<file path="config.mk">
export PLATFORM = sky130hd
export DESIGN_NAME = barrel_shifter_8_flat
export DESIGN_NICKNAME = d
export VERILOG_FILES = /design/src/rtl/barrel_shifter_8_if.sv /design/src/rtl/barrel_shifter_8.sv /design/src/flat_wrapper.sv
export SDC_FILE = /design/constraint.sdc
export NUM_CORES = 1
export LEC_CHECK = 0
export CAP_MARGIN = 15
export CORE_UTILIZATION = 50
export CTS_BUF_LIST = sky130_fd_sc_hd__clkbuf_16
export CTS_CLUSTER_DIAMETER = 50
export CTS_CLUSTER_SIZE = 16
export DETAILED_ROUTE_END_ITERATION = 8
export HOLD_SLACK_MARGIN = 0.03
export PLACE_DENSITY = 0.8
export SKIP_LAST_GASP = 1
export SYNTH_ARGS = -nofsm -noshare
export SYNTH_HDL_FRONTEND = slang
export SYNTH_SLANG_ARGS = --single-unit
</file>
<file path="constraint.sdc">
create_clock -name clk -period 1.15 [get_ports clk]
set_input_delay 0.115 -clock clk [delete_from_list [all_inputs] [get_ports clk]]
set_output_delay 0.115 -clock clk [all_outputs]
set_load 0.05 [all_outputs]
</file>
<file path="src/rtl/barrel_shifter_8_if.sv">
// Operand/result bundle for the registered barrel shifter.
// The master drives operands; the slave returns the registered result.
interface barrel_shifter_8_if #(
  parameter int WIDTH = 8,
  parameter int SHW   = 4
);
  logic             in_valid;
  logic [WIDTH-1:0] num;
  logic [SHW-1:0]   shift;
  logic [1:0]       op;
  logic [WIDTH-1:0] ans;
  logic             out_valid;

  modport master (
    output in_valid,
    output num,
    output shift,
    output op,
    input  ans,
    input  out_valid
  );

  modport slave (
    input  in_valid,
    input  num,
    input  shift,
    input  op,
    output ans,
    output out_valid
  );
endinterface

</file>
<file path="src/rtl/barrel_shifter_8.sv">
// Registered barrel shifter/rotator: SLL, SRL, SRA, ROL.
// log2(WIDTH) mux stages plus an overflow stage, one-cycle latency.
module barrel_shifter_8 #(
  parameter int WIDTH = 8,
  parameter int SHW   = 4
) (
  input logic               clk,
  input logic               rst,
  barrel_shifter_8_if.slave bus
);

  localparam int LW = $clog2(WIDTH);

  typedef enum logic [1:0] {
    OP_SLL = 2'b00,
    OP_SRL = 2'b01,
    OP_SRA = 2'b10,
    OP_ROL = 2'b11
  } op_e;

  op_e              w_op;
  logic             w_ovf;
  logic [WIDTH-1:0] w_stg;
  logic [WIDTH-1:0] w_res;
  logic [WIDTH-1:0] r_ans;
  logic             r_valid;

  assign w_op = op_e'(bus.op);

  function automatic logic [WIDTH-1:0] stage(
    input logic [WIDTH-1:0] v,
    input int               amt,
    input op_e              o
  );
    logic [WIDTH-1:0] r;
    r = v;
    unique case (o)
      OP_SLL: r = v << amt;
      OP_SRL: r = v >> amt;
      OP_SRA: r = $signed(v) >>> amt;
      OP_ROL: r = (v << amt) | (v >> (WIDTH - amt));
      default: r = v;
    endcase
    return r;
  endfunction

  always_comb begin
    w_stg = bus.num;
    for (int k = 0; k < LW; k++) begin
      if (bus.shift[k]) w_stg = stage(w_stg, 1 << k, w_op);
    end
  end

  // Amounts >= WIDTH saturate shifts; rotates only use shift mod WIDTH.
  if (SHW > LW) begin : g_ovf
    assign w_ovf = |bus.shift[SHW-1:LW];
  end else begin : g_no_ovf
    assign w_ovf = 1'b0;
  end

  always_comb begin
    w_res = w_stg;
    if (w_ovf) begin
      unique case (w_op)
        OP_SLL: w_res = '0;
        OP_SRL: w_res = '0;
        OP_SRA: w_res = {WIDTH{bus.num[WIDTH-1]}};
        OP_ROL: w_res = w_stg;
        default: w_res = w_stg;
      endcase
    end
  end

  always_ff @(posedge clk or posedge rst) begin
    if (rst) begin
      r_ans   <= '0;
      r_valid <= 1'b0;
    end else begin
      r_valid <= bus.in_valid;
      if (bus.in_valid) r_ans <= w_res;
    end
  end

  assign bus.ans       = r_ans;
  assign bus.out_valid = r_valid;

endmodule

</file>
<file path="src/flat_wrapper.sv">
// flat-port wrapper written by rule: the top's interface ports become plain ports
module barrel_shifter_8_flat 
#(
  parameter int WIDTH = 8,
  parameter int SHW   = 4
)
  (clk, rst, bus_in_valid, bus_num, bus_shift, bus_op, bus_ans, bus_out_valid);
  barrel_shifter_8_if #(.WIDTH(WIDTH), .SHW(SHW)) bus_i ();
  input logic clk;
  input logic rst;
  input wire logic [$bits(bus_i.in_valid)-1:0] bus_in_valid;
  input wire logic [$bits(bus_i.num)-1:0] bus_num;
  input wire logic [$bits(bus_i.shift)-1:0] bus_shift;
  input wire logic [$bits(bus_i.op)-1:0] bus_op;
  output wire logic [$bits(bus_i.ans)-1:0] bus_ans;
  output wire logic [$bits(bus_i.out_valid)-1:0] bus_out_valid;
  assign bus_i.in_valid = bus_in_valid;
  assign bus_i.num = bus_num;
  assign bus_i.shift = bus_shift;
  assign bus_i.op = bus_op;
  assign bus_ans = bus_i.ans;
  assign bus_out_valid = bus_i.out_valid;
  barrel_shifter_8 #(.WIDTH(WIDTH), .SHW(SHW)) u_core (.clk(clk), .rst(rst), .bus(bus_i));
endmodule
</file>
==> results of run 1 <==
[through the flow]
| stage | area (sq um) | util [%] | hold WS, ps | setup TNS (ps) |
|---|---|---|---|---|
| floorplan | 1160 | - | -57.1 | -2370 |
| global placement | 1740 | 84.3 | 390 | -6980 |
| detailed placement | 1740 | 84.3 | 385 | -7420 |
[cell families after synthesis]
group	share of synthesized area [%]
buf+inv	6.12
xor+xnor	3.17
simple gates	20.5
compound gates	34.2
mux	15.4
fa+ha+maj	0.874
flops	19.7
==> implementation parameters, run 1 <==
Parameter                              Value

Status
  Status    stopped before the end
  Last stage reached    clock tree synthesis
  Error text reported by the tool    [ERROR DPL-0038] Utilization greater than 100%, impossible to legalize

Synth
  Number of instances in the synthesized netlist    about 150
  Synthesized net count    165
  Cell with the most instances after synthesis    nand2_1
  Post-Syn Area per Cell    7.74 sq um
  Cell type with the largest total area after synthesis    dfrtp_1
  Cell types occupying the most area after synthesis    dfrtp_1 20%, o21ai_0 7.9%, mux4_2 7.9%
  Top cell types by occurrence after synthesis    20 x nand2_1, 18 x o21ai_0, 11 x a21oi_1, 9 x dfrtp_1, 9 x nor2_1
  Warning count from the yosys run    0
  Share of synthesized area occupied by flip-flops and latches    19.7%
  Most used flip-flop cell after synthesis    dfrtp_1
  Netlist area before placement    1140 sq um
  Fraction of synthesized cell area taken by the top area cell type    about 20%
  #FFs+latches synth    9
  Async set or reset register ratio after synthesis    between 90% and 100%
  Count of unique library cells instantiated by Yosys    46
  Number of flops mapped to enable cells by yosys    0

Clocking
  # resized after CTS    76
  Clk sinks    9
  H-tree levels    1
  Clock tree buffer depth    2
  CTS Hold Buffers Added    0
  Postcts setup bufs    11
  Inserted Clock Buffers    3
  Clock root cell    clkbuf_16

Placement
  Weighted congestion reported at the end of routability-driven placement    0.974
  Post-placement worst setup slack    -1060 ps
  Port Buf Inserts    25
  Dpl hpwl    3180 microns
  Placed Cells    between 200 and 250

Floorplan
  Number of primary I/O pins    26
  Cell row count    16
  Die height    49.9 microns
  Chip Width    49.9 microns
  Initial cell density of the core    a little under three fifths
==> run 2, diff against run 1 <==
- CORE_AREA: unset -> 2 2 63 65
- CORE_UTILIZATION: 50 -> unset
- CTS_BUF_LIST: sky130_fd_sc_hd__clkbuf_16 -> unset
- CTS_CLUSTER_DIAMETER: 50 -> unset
- CTS_CLUSTER_SIZE: 16 -> unset
- DIE_AREA: unset -> 0 0 65 67
- HOLD_SLACK_MARGIN: 0.03 -> unset
- PLACE_DENSITY: 0.8 -> unset
- PLACE_DENSITY_LB_ADDON: unset -> 0.15
==> run 2 against run 1 <==
Against the previous run: the flow now finishes, with violations (setup timing); area after synthesis stayed put; synthesized cell count stayed put.
==> implementation parameters, run 2 <==
Parameter                              Value

Placement
  Port Buf Inserts    25
  Dpl hpwl    between 3000 and 4000 microns
  Post-placement worst setup slack    -982 ps
  Placed Cells    252
  Weighted congestion reported at the end of routability-driven placement    0.935

Synth
  Warning count from the yosys run    0
  Post-synthesis share of cell area spent on full adders, half adders and majority gates    0.874%
  Most used flip-flop cell after synthesis    dfrtp_1
  Share of synthesized area occupied by flip-flops and latches    19.7%
  Count of unique library cells instantiated by Yosys    46
  Compound-gate portion of the synthesized area    34.2%
  Netlist area before placement    1140 sq um
  Fraction of synthesized cell area taken by the top area cell type    approximately a fifth
  Post-Syn Area per Cell    7.74 sq um
  Async set or reset register ratio after synthesis    100%
  Cell with the most instances after synthesis    nand2_1
  #FFs+latches synth    9
  Top cell types by occurrence after synthesis    20 x nand2_1, 18 x o21ai_0, 11 x a21oi_1, 9 x dfrtp_1, 9 x nor2_1
  Mux cell area share after synthesis    15.4%
  Xor/xnor share of the synthesized area    under 10%
  Main combinational cell family by area after synthesis    compound AO/OA/AOI/OAI gates
  Cell types occupying the most area after synthesis    dfrtp_1 20%, o21ai_0 7.9%, mux4_2 7.9%
  Cell type with the largest total area after synthesis    dfrtp_1
  Simple logic cell fraction of the synthesized area    a little over 20%
  Number of flops mapped to enable cells by yosys    0
  Synthesized net count    around 170
  Number of instances in the synthesized netlist    148

Power and ir drop
  Power density of the placed cells    858 nW/um^2
  Leak pwr    approximately 0.9 nW
  Worst vdd rail ir drop    around 310 uV

Drt
  1st-pass router iterations    4
  Initial drt markers    108
  Vias after detailed routing    1456
  Via-per-instance ratio    between 5 and 6
  Routed Wire Length    around 4400 microns
  Post-detailed-route DRC marker count    0
  Routed wire per std cell    16.5 microns
  DRT antenna net count    0

Clocking
  Clock-pin slew on the worst setup and hold paths    approximately 40 ps
  Clock root cell    clkbuf_8
  Inserted Clock Buffers    3
  Clk sinks    9
  CTS Hold Buffers Added    0
  H-tree levels    1
  Clock tree buffer depth    2
  Clock network latency to the later pin of the worst-skew pair    230 ps
  CTS tree    done

Run
  Count of maximum capacitance violations    0

Layout
  Antenna diodes    0
  Leading cell type in the layout, fill and taps excluded    buf_4
  Max FFs per register    8
  Fraction of final layout cells sized beyond drive strength 1    approximately 55%
  Fin cells    266
  Net count reported at finish    between 200 and 250
  Commonest cells after routing, fill and taps aside    41 x buf_4, 16 x nand2_1, 12 x buf_6, 10 x buf_12, 9 x dfrtp_1
  Synth-to-Final Area Change    87.2%

STA
  Number of hold violations in the final report    0
  Top achievable clock speed    0.712 GHz
  Worst slack on hold paths    136 ps
  Slew at the pin closest to its max-slew limit    approximately 330 ps
  Worst Clk Skew    0 ps
  Relative slew slack    between 70% and 80%
  Final number of max-transition violations    0
  Final setup margin    -254 ps
  RSZ-0062 raised after global routing    true
  Min Tclk post-route    1400 ps
  Final setup vio count    6
  Ratio of final minimum period to clock period    122%

Floorplan
  Number of primary I/O pins    26
  Die height    67 microns
  Initial cell density of the core    31.7%
  Chip Width    ~65 microns
  Floorplan core area    3610 sq um
  Overall die area    4360 sq um
  Cell row count    22

GRT
  Maximum number of pins on one net before global-route repair    15
  Global-route wire length before repair    6770 microns
  Total Routing Usage GR    between 20% and 30%
  Initial antenna violation count    0
  Number of global-route vias before repair    1431
  Overall overflow remaining after global route    0

Worst setup path
  Startpoint of the most critical register-to-register path    u_core.bus.ans[4]$_DFFE_PP0P_
  CP Data Arrival Time    1510 ps
  Launch point of the worst path    bus_op[1]
  Setup slack of the most critical reg-to-reg path    330 ps
  Kind of end point of the critical path    flop
  Critical path required time    1260 ps
  Longest individual stage delay on the worst path    470 ps
  Element type at the critical path start    input port
  Classification of the worst setup path    in -> reg
  Maximum fanout along the worst path    5
  Library cell contributing the largest single delay on the critical path    mux4_2
  Crit-path cells    buf_12 > xnor2_4 > mux2_4 > mux4_2 > a311oi_2 > a211oi_1

Status
  Failing checks    setup timing
  Status    complete, but fails checks

Worst hold path
  Path category of the worst min-delay check    in -> async
[run 2: path summary, 6_finish.rpt]
kind / endpoint / cells past startpoint
max: u_core.bus.ans[4]$_DFFE_PP0P_ / 6
min: u_core.bus.out_valid$_DFF_PP0_ / 2
max reg2reg: u_core.bus.ans[4]$_DFFE_PP0P_ / 2
min reg2reg: u_core.bus.ans[2]$_DFFE_PP0P_ / 2
max in group asynchronous: u_core.bus.ans[1]$_DFFE_PP0P_ / 2
min in group clk: u_core.bus.out_valid$_DFF_PP0_ / 1
[run 2: area by class of cell]
class	count	area, sq um
fill	310	1460
multi-input combinational	124	1020
timing repair buffer	77	774
sequential	9	225
tap	48	60.1
clock buffer	4	45.0
inverter	4	18.8
[run 2: layer usage]
metal | vias up | share of wire (%) | track usage [%]
li1 | 698 | - | -
met1 | 683 | 38 | 22.6
met2 | 63 | 53 | 38.8
met3 | 12 | 6.0 | 2.53
met4 | 0 | 2.7 | 6.38
met5 | - | 0 | 0
[run 2: power breakdown]
part           switching (mW)  internal [mW]  leakage, nW
combinational           0.530          0.539        0.790
clock                   0.121          0.241       0.0228
sequential             0.0486          0.360        0.107
total                   0.699           1.14        0.920
[run 2: timing repair]
action                                  in CTS  in global routing
gates resized for setup                     67                 54
setup buffers                                7                  6
pin swaps                                   17                 16
cloned                                       0                  0
endpoints found under the setup margin       8                  8
[run 2: worst max-delay path: cells and delay by family]
| kind | cells | cell delay (ps) |
|---|---|---|
| AOI/OAI and AO/OA | 2 | 290 |
| buffers and inverters | 1 | 110 |
| xor gates and xnor gates | 1 | 190 |
| muxes | 2 | 800 |
[run 2: logic make-up (layout without fill, tap and decap cells)]
| family | count (synthesis) | after routing |
|---|---|---|
| AO/OA/AOI/OAI | 60 | 60 |
| XOR/XNOR | 2 | 2 |
| adder cells (fa/ha/maj) | 1 | 1 |
| buffers and inverters | 15 | 85 |
| flip-flops | 9 | 9 |
| multiplexers | 12 | 12 |
| AND/OR/NAND/NOR | 49 | 49 |
[run 2: per-stage QoR]
step	area [sq um]	util [%]	setup TNS, ps	total power, mW
after detailed placement	1810	50.1	-6950	1.33
after CTS	2020	56.0	-1090	1.76
after global routing	2140	59.4	-1040	1.92
after global placement	1810	50.1	-6770	1.32
after floorplan	1160	-	-2370	0.858
final	2140	59.4	-745	1.84
(Power assumes the default switching activity.)
==> run 3, diff against run 2 <==
- clock period: 1.15 -> 1.5 ns (I/O delays scaled with it)
==> run 3 against run 2 <==
Against the previous run: the flow still finishes with violations (setup timing); register-to-register slack better by 390 ps; worst hold slack gained 48 ps; via count fell by 1.4%; clock power fell by 23%; wire length decreased by 12%; first-iteration DRC count down 26%; clock skew did not move; setup slack improved by 240 ps; clock-buffer cell count did not move; largest power group unchanged; highest routed layer unchanged.
==> implementation parameters, run 3 (synthesis results as in run 2) <==
Parameter                              Value

Status
  Status    complete, but fails checks
  Failing checks    setup timing

Drt
  Routed Wire Length    3880 microns
  Routed wire per std cell    14.9 microns
  Via-per-instance ratio    5.52
  Vias after detailed routing    1436
  Post-detailed-route DRC marker count    0
  Initial drt markers    80
  DRT antenna net count    0
  1st-pass router iterations    4

Layout
  Synth-to-Final Area Change    57.6%
  Commonest cells after routing, fill and taps aside    53 x buf_4, 20 x nand2_1, 14 x o21ai_0, 10 x a21oi_1
  Net count reported at finish    230
  Leading cell type in the layout, fill and taps excluded    buf_4
  Final core utilization    50.0%
  Fin cells    260
  Max FFs per register    8
  Fraction of final layout cells sized beyond drive strength 1    35.8%
  Antenna diodes    0

GRT
  Number of global-route vias before repair    1378
  Initial antenna violation count    0
  Global-route wire length before repair    6550 microns
  Maximum number of pins on one net before global-route repair    20
  Total Routing Usage GR    19.4%
  Overall overflow remaining after global route    0

Placement
  Weighted congestion reported at the end of routability-driven placement    0.879
  Placed Cells    251
  Port Buf Inserts    25
  Dpl hpwl    around 3100 microns

STA
  Number of hold violations in the final report    0
  Final number of max-transition violations    0
  Relative slew slack    78.1%
  Min Tclk post-route    approximately 1500 ps
  Ratio of final minimum period to clock period    101%
  Final setup margin    -17.6 ps
  Worst Clk Skew    0 ps
  RSZ-0062 raised after global routing    true
  Top achievable clock speed    0.659 GHz
  Final total negative setup slack    -17.6 ps
  Slew at the pin closest to its max-slew limit    327 ps
  Final setup vio count    1

Floorplan
  Overall die area    approximately 4400 sq um
  Chip Width    65 microns
  Number of primary I/O pins    26
  Initial cell density of the core    31.7%
  Cell row count    22
  Die height    67 microns
  Floorplan core area    3610 sq um

Worst setup path
  Critical path required time    about 1600 ps
  Maximum fanout along the worst path    2
  CP Data Arrival Time    1620 ps
  Classification of the worst setup path    in -> reg
  Element type at the critical path start    input port
  Kind of end point of the critical path    flop

Clocking
  CTS tree    done
  CTS Hold Buffers Added    0
  H-tree levels    1
  Clock tree buffer depth    2
  Inserted Clock Buffers    3
  Clk sinks    9
  Clock network latency to the later pin of the worst-skew pair    230 ps
  Clock root cell    clkbuf_8
  Clock-pin slew on the worst setup and hold paths    40 ps

Power and ir drop
  Worst vdd rail ir drop    between 200 and 250 uV
  Leak pwr    0.794 nW
  Power density of the placed cells    677 nW/um^2

Run
  Count of maximum capacitance violations    0

Worst hold path
  Path category of the worst min-delay check    in -> async
run 3: cell count changes in the layout (fill, tap and decap cells not counted), moves of 4 or more:
| cell | before | now |
|---|---|---|
| buf_12 | 10 | 0 |
| clkdlybuf4s50_1 | 1 | 7 |
| o21ai_1 | 8 | 4 |
| clkbuf_2 | 5 | 0 |
| buf_4 | 41 | 53 |
| nand2_1 | 16 | 20 |
| o21ai_0 | 7 | 14 |
| nand2_2 | 4 | 0 |
| buf_6 | 12 | 3 |
run 3: final cells by class:
| class | instances | area [sq um] |
|---|---|---|
| Tap cell | 48 | 60.1 |
| Inverter | 4 | 16.3 |
| Multi-Input combinational cell | 124 | 886 |
| Clock buffer | 4 | 45.0 |
| Timing Repair Buffer | 71 | 572 |
| Fill cell | 369 | 1800 |
| Sequential cell | 9 | 225 |
run 3: critical path, stage by stage:
cell and delay (ps):
clkdlybuf4s50_1 440, mux2_4 270, mux4_2 470, a311oi_2 220
a211oi_1 70
run 3: through the flow:
step	power [mW]	worst slack (ps)	instance area (sq um)	hold slack, ps
after floorplan	0.657	-217	1160	-22.1
after global placement	0.914	-619	1690	424
after detailed placement	0.918	-659	1690	436
after CTS	1.21	-57.8	1760	197
after global routing	1.30	-50.5	1800	215
final	1.22	-17.6	1800	183
run 3: final timing paths:
| check | start | cells after the start | to | slack [ps] |
|---|---|---|---|---|
| worst max-delay path | bus_num[5] | 5 | u_core.bus.ans[4]$_DFFE_PP0P_ | -20 |
| min in group clk | u_core.bus.ans[3]$_DFFE_PP0P_ | 1 | u_core.bus.ans[3]$_DFFE_PP0P_ | 500 |
| worst max register to register | u_core.bus.ans[6]$_DFFE_PP0P_ | 2 | u_core.bus.ans[6]$_DFFE_PP0P_ | 720 |
| max in group asynchronous | rst | 2 | u_core.bus.ans[5]$_DFFE_PP0P_ | 1080 |
| worst min register to register | u_core.bus.ans[3]$_DFFE_PP0P_ | 1 | u_core.bus.ans[3]$_DFFE_PP0P_ | 500 |
| worst min-delay path | rst | 2 | u_core.bus.out_valid$_DFF_PP0_ | 180 |
run 3: layer usage:
metal | up-vias | track usage (%) | wire length (microns)
met2 | 58 | 34.7 | 1910
met3 | 8 | 2.36 | 242
met4 | 0 | 8.24 | 73
met5 | - | 0 | 0
li1 | 690 | - | -
met1 | 680 | 23.3 | 1660
run 3: where the power goes:
| group | total, mW | switching [mW] | internal (mW) |
|---|---|---|---|
| clock network | 0.277 | 0.0921 | 0.185 |
| logic | 0.651 | 0.362 | 0.290 |
| registers | 0.293 | 0.0166 | 0.276 |
| total | 1.22 | 0.470 | 0.750 |
run 3: what timing repair did:
action                                 in CTS  in global routing
setup endpoints to repair                   8                  8
endpoints found under the hold margin       0                  0
pin swaps                                   5                  4
gates resized for setup                    23                  8
buffers inserted                            2                  4
==> patch 1: new RTL, flow settings as in run 3 <==
`SHW` is set to 4 in 3 places; all go to 6.
--- a/src/rtl/barrel_shifter_8_if.sv
+++ b/src/rtl/barrel_shifter_8_if.sv
@@ -2,7 +2,7 @@
 // The master drives operands; the slave returns the registered result.
 interface barrel_shifter_8_if #(
   parameter int WIDTH = 8,
-  parameter int SHW   = 4
+  parameter int SHW   = 6
 );
   logic             in_valid;
   logic [WIDTH-1:0] num;
--- a/src/rtl/barrel_shifter_8.sv
+++ b/src/rtl/barrel_shifter_8.sv
@@ -2,7 +2,7 @@
 // log2(WIDTH) mux stages plus an overflow stage, one-cycle latency.
 module barrel_shifter_8 #(
   parameter int WIDTH = 8,
-  parameter int SHW   = 4
+  parameter int SHW   = 6
 ) (
   input logic               clk,
   input logic               rst,
--- a/src/flat_wrapper.sv
+++ b/src/flat_wrapper.sv
@@ -2,7 +2,7 @@
 module barrel_shifter_8_flat 
 #(
   parameter int WIDTH = 8,
-  parameter int SHW   = 4
+  parameter int SHW   = 6
 )
   (clk, rst, bus_in_valid, bus_num, bus_shift, bus_op, bus_ans, bus_out_valid);
   barrel_shifter_8_if #(.WIDTH(WIDTH), .SHW(SHW)) bus_i ();
Ports: changed (resized bus_shift); port bits go from 26 to 28. The function was not compared with the original's and may differ.
==> patch 1 against run 3 <==
Via count decreased by 4.3%; final area increased by 0.21%; sequential cell count unchanged; setup slack better by 0.066 ns; power is 1.2% higher; wire length shrank 3.7%; first-iteration DRC count is 49% lower; count of clock-buffer cells in the layout unchanged; synthesized cell count fell by 8.1%; area after synthesis shrank 4.9%; register-to-register slack got worse by 0.16 ns; critical endpoint unchanged.
==> patch 1: results (changes against run 3) <==
Detailed routing
  • Drt pass-1 iters: 5 (+1)
  • Vias: 1374 (-4.3%)
  • Starting DRT DRC Count: 41 (-49%)
  • DR top layer: met4
  • Met1 wire length: 1644 um (-0.72%)
  • WL met3: 173 um (-29%)
  • Metal2 WL: 1815 um (-4.9%)
  • Overall routed net length: 3737 um (-3.7%)

Global route
  • Initial antenna violation count: 0 (unchanged)
  • Global Route met2 Usage: 32.09% (-2.6 points)
  • Met1 usage: 23.10% (-0.20 points)
  • GRT Total Usage: 18.46% (-0.92 points)
  • First-pass GRT wire length: 6299 um (-3.8%)
  • Largest net degree at the start of global routing: 12 (-40%)
  • Met3 Usage GRT: 1.014% (-1.4 points)

Synthesis
  • Predominant post-synthesis flop cell: dfrtp_1
  • Cell variety after synth: 48 (+4.3%)
  • Post-synthesis net count: 155 (-6.1%)
  • Commonest cells post-synth: nor2_1, nand2_1, dfrtp_1, mux2i_1
  • Mux contribution to synthesized area: 13.56% (-1.8 points)
  • Gate count of the mapped netlist: 136 (-8.1%)
  • Synth Area in XOR/XNOR: 2.299% (-0.87 points)
  • Sequential cell area fraction in the yosys report: 20.69% (+1.0 points)
  • Top cells by area, synth: dfrtp_1, mux2i_1, mux4_2
  • Adder-Cell Fraction of Synth Area: 0% (-0.87 points)
  • Compound-Gate Fraction of Synth Area: 35.98% (+1.8 points)

Placement
  • Dpl cells: 244 (-2.8%)
  • DP Wirelength: 2913 um (-5.6%)
  • Post-DP Area: 1687 um^2 (about the same)
  • Setup WS pre-CTS: -0.6903 ns (-0.03121 ns)
  • IO Port Bufs: 27 (+8.0%)
  • Gpl congestion: 0.8152 (-7.3%)

Timing
  • Slew @ Worst Pin: 0.3325 ns (+0.005155 ns)
  • Tcrit/Tclk final: 96.81% (-4.4 points)
  • Fin Hold WS: 0.1776 ns (-0.005830 ns)

Final layout
  • Share of layout cells above drive strength 1: 41.26% (+5.4 points)
  • Largest register FFs: 8 (unchanged)
  • Layout Cells excl Fill: 254 (-2.3%)
  • Antenna cells: 0 (unchanged)
  • Final nets: 226 (-1.7%)

Setup path
  • Worst R2R Start: u_core.bus.ans[7]
  • Crit path launch: bus_num[1]
  • Reg-to-reg slack, setup: 0.56 ns (-0.16 ns)
  • Data arrival, critical path: 1.56 ns (-0.06 ns)

Power
  • Overall Power: 1.235 mW (+1.2%)
  • Psw: 473.2 uW (+0.61%)
  • Peak supply drop: 0.2603 mV (+19%)
  • Combinational share of power: 52.8% (-0.5 points)
  • Clk pwr share: 23.2% (+0.5 points)
  • Leakage power: 0.8269 nW (+4.2%)

Clocking
  • Cts bufs inserted: 3 (unchanged)
  • Worst-Skew Late Latency: 0.23 ns (about the same)
  • CTS max path bufs: 2 (unchanged)

Run
  • Max-cap viol count: 0 (unchanged)

Status
  • Status: completed
==> patch 1: worst paths after layout <==
path | end | cells after the start
setup / recovery | u_core.bus.ans[4] | 5
hold / removal | u_core.bus.ans[5] | 2
setup reg to reg | u_core.bus.ans[7] | 3
hold reg to reg | u_core.bus.ans[1] | 1
max in group asynchronous | u_core.bus.ans[3] | 2
min in group clk | u_core.bus.ans[0] | 6
==> patch 1: layout make-up <==
| type | count | area [um^2] |
|---|---|---|
| repair buffers | 76 | 603.1 |
| well taps | 48 | 60.06 |
| fillers | 359 | 1798 |
| flip-flops and latches | 9 | 225.2 |
| multi-input cells | 113 | 859.6 |
| clock buffers | 4 | 45.04 |
| inverters | 4 | 15.01 |
==> patch 1: repair_timing <==
item | 4_1_cts | 5_1_grt
pin swaps | 4 | 6
hold buffers | 0 | 0
cloned | 1 | 0
setup endpoints to repair | 8 | 7
gates resized for setup | 26 | 13
buffers inserted | 1 | 4
==> patch 2: new RTL, settings of run 3 <==
Without the edit above. Reset style: synchronous (`rst`), changed in one clocked block.
--- a/src/rtl/barrel_shifter_8.sv
+++ b/src/rtl/barrel_shifter_8.sv
@@ -71,7 +71,7 @@
     end
   end
 
-  always_ff @(posedge clk or posedge rst) begin
+  always_ff @(posedge clk) begin
     if (rst) begin
       r_ans   <= '0;
       r_valid <= 1'b0;
Behaviour: differs if rst is asserted again (counterexample within 4 cycles, from zero or initial values and one cycle with rst high); with rst held inactive, the same outputs for 10 cycles.
==> patch 2 against run 3 <==
Maximum frequency increased by 3.9%; utilization fell by 4.0 points; wire length fell by 7.0%; final area shrank 7.9%; register-to-register slack lost 0.03 ns; sequential cell count is the same; setup slack better by 0.057 ns; via count shrank 12%; area after synthesis shrank 13%; power decreased by 12%; worst hold slack gained 0.30 ns; highest routed layer unchanged.
==> patch 2: results (changes against run 3) <==
Status
  • Status: completed

Final layout
  • Multi-input gates: 111 (-10%)
  • Final nets: 212 (-7.8%)
  • Filler instances: 375 (+1.6%)
  • Share of layout cells above drive strength 1: 34.54% (-1.3 points)

Worst hold path
  • Hold crit path type: flip-flop to flip-flop

Setup path
  • Worst path top cell family by delay: compound AO/OA/AOI/OAI gates
  • Reg2Reg Depth: 4 (+2)
  • Worst R2R Start: u_core.bus.ans[4]
  • Critical-path top delay cell: dlygate4sd2_1
  • Slowest stage delay, CP: 0.37 ns (-0.10 ns)
  • Crit path launch: bus_num[7]
  • Data arrival, critical path: 1.59 ns (-0.03 ns)

Global route
  • GRT Total Usage: 17.34% (-2.0 points)
  • First-pass GRT wire length: 5816 um (-11%)
  • Vias in the first global route: 1218 (-12%)

Synthesis
  • Async SR Flop Fraction: 0% (-100 points)
  • Sequential cell area fraction in the yosys report: 18.11% (-1.6 points)
  • Post-synthesis net count: 150 (-9.1%)
  • Top cells by area, synth: dfxtp_1, mux2i_1, nor2_1

Power
  • Peak supply drop: 0.2532 mV (+16%)
  • Clk pwr share: 25.3% (+2.6 points)
  • Combinational power: 531 uW (-18%)
  • Pwr Density: 645.3 nW/um^2 (-4.6%)

Placement
  • DP Wirelength: 2774 um (-10%)
  • Post-DP Area: 1531 um^2 (-9.1%)

Detailed routing
  • Starting DRT DRC Count: 42 (-48%)
  • Vias: 1259 (-12%)

Clocking
  • Post-CTS Resized: 22 (-4.3%)
## patch 2: cell count changes in the layout (fill, tap and decap cells not counted), sizes merged, moves of 5 or more
| cell | run 3 | this run |
|---|---|---|
| o21ai | 18 | 6 |
| dfxtp | 0 | 9 |
| nand2 | 20 | 12 |
| nand3b | 1 | 6 |
| mux2i | 6 | 11 |
| nor2 | 9 | 17 |
| a21oi | 11 | 6 |
| dfrtp | 9 | 0 |
## patch 2: logic make-up (layout without fill, tap and decap cells)
group                    Yosys count  in the layout  synth area share, %
multiplexers                      13             13                14.47
buffers and inverters             13             74                6.415
AO/OA/AOI/OAI                     42             42                31.32
flip-flops                         9              9                18.11
AND/OR/NAND/NOR                   53             53                26.92
XOR/XNOR                           2              2                1.761
adder cells (fa/ha/maj)            1              1                1.006
## patch 2: through the flow
| step | worst slack (ns) | TNS, ns | utilization, % | instances |
|---|---|---|---|---|
| after detailed placement | -0.6736 | -4.087 | 42.47 | 233 |
| after global routing | -0.02616 | -0.05866 | 46.08 | 242 |
| after CTS | 0.005690 | 0 | 45.35 | 240 |
| final | 0.03901 | 0 | 46.08 | 242 |
| after floorplan | 0.03745 | 0 | - | 133 |
| after global placement | -0.5961 | -3.853 | 42.47 | 233 |
## patch 2: worst min path at each step
stage                        endpoint  slack (ns)  depth (start not counted)
finish              u_core.bus.ans[3]        0.48                          2
global route        u_core.bus.ans[5]        0.53                          2
CTS                 u_core.bus.ans[3]        0.49                          2
detailed placement  u_core.bus.ans[3]        0.48                          2
global placement    u_core.bus.ans[3]        0.47                          2
floorplan           u_core.bus.ans[5]        0.37                          3
## patch 2: layer usage
layer	up-vias	share of wire, %	global-route usage, %
met3	4	3.2	3.885
li1	629	-	-
met2	27	48	28.09
met5	-	0	0
met4	0	0.94	2.660
met1	599	48	23.81
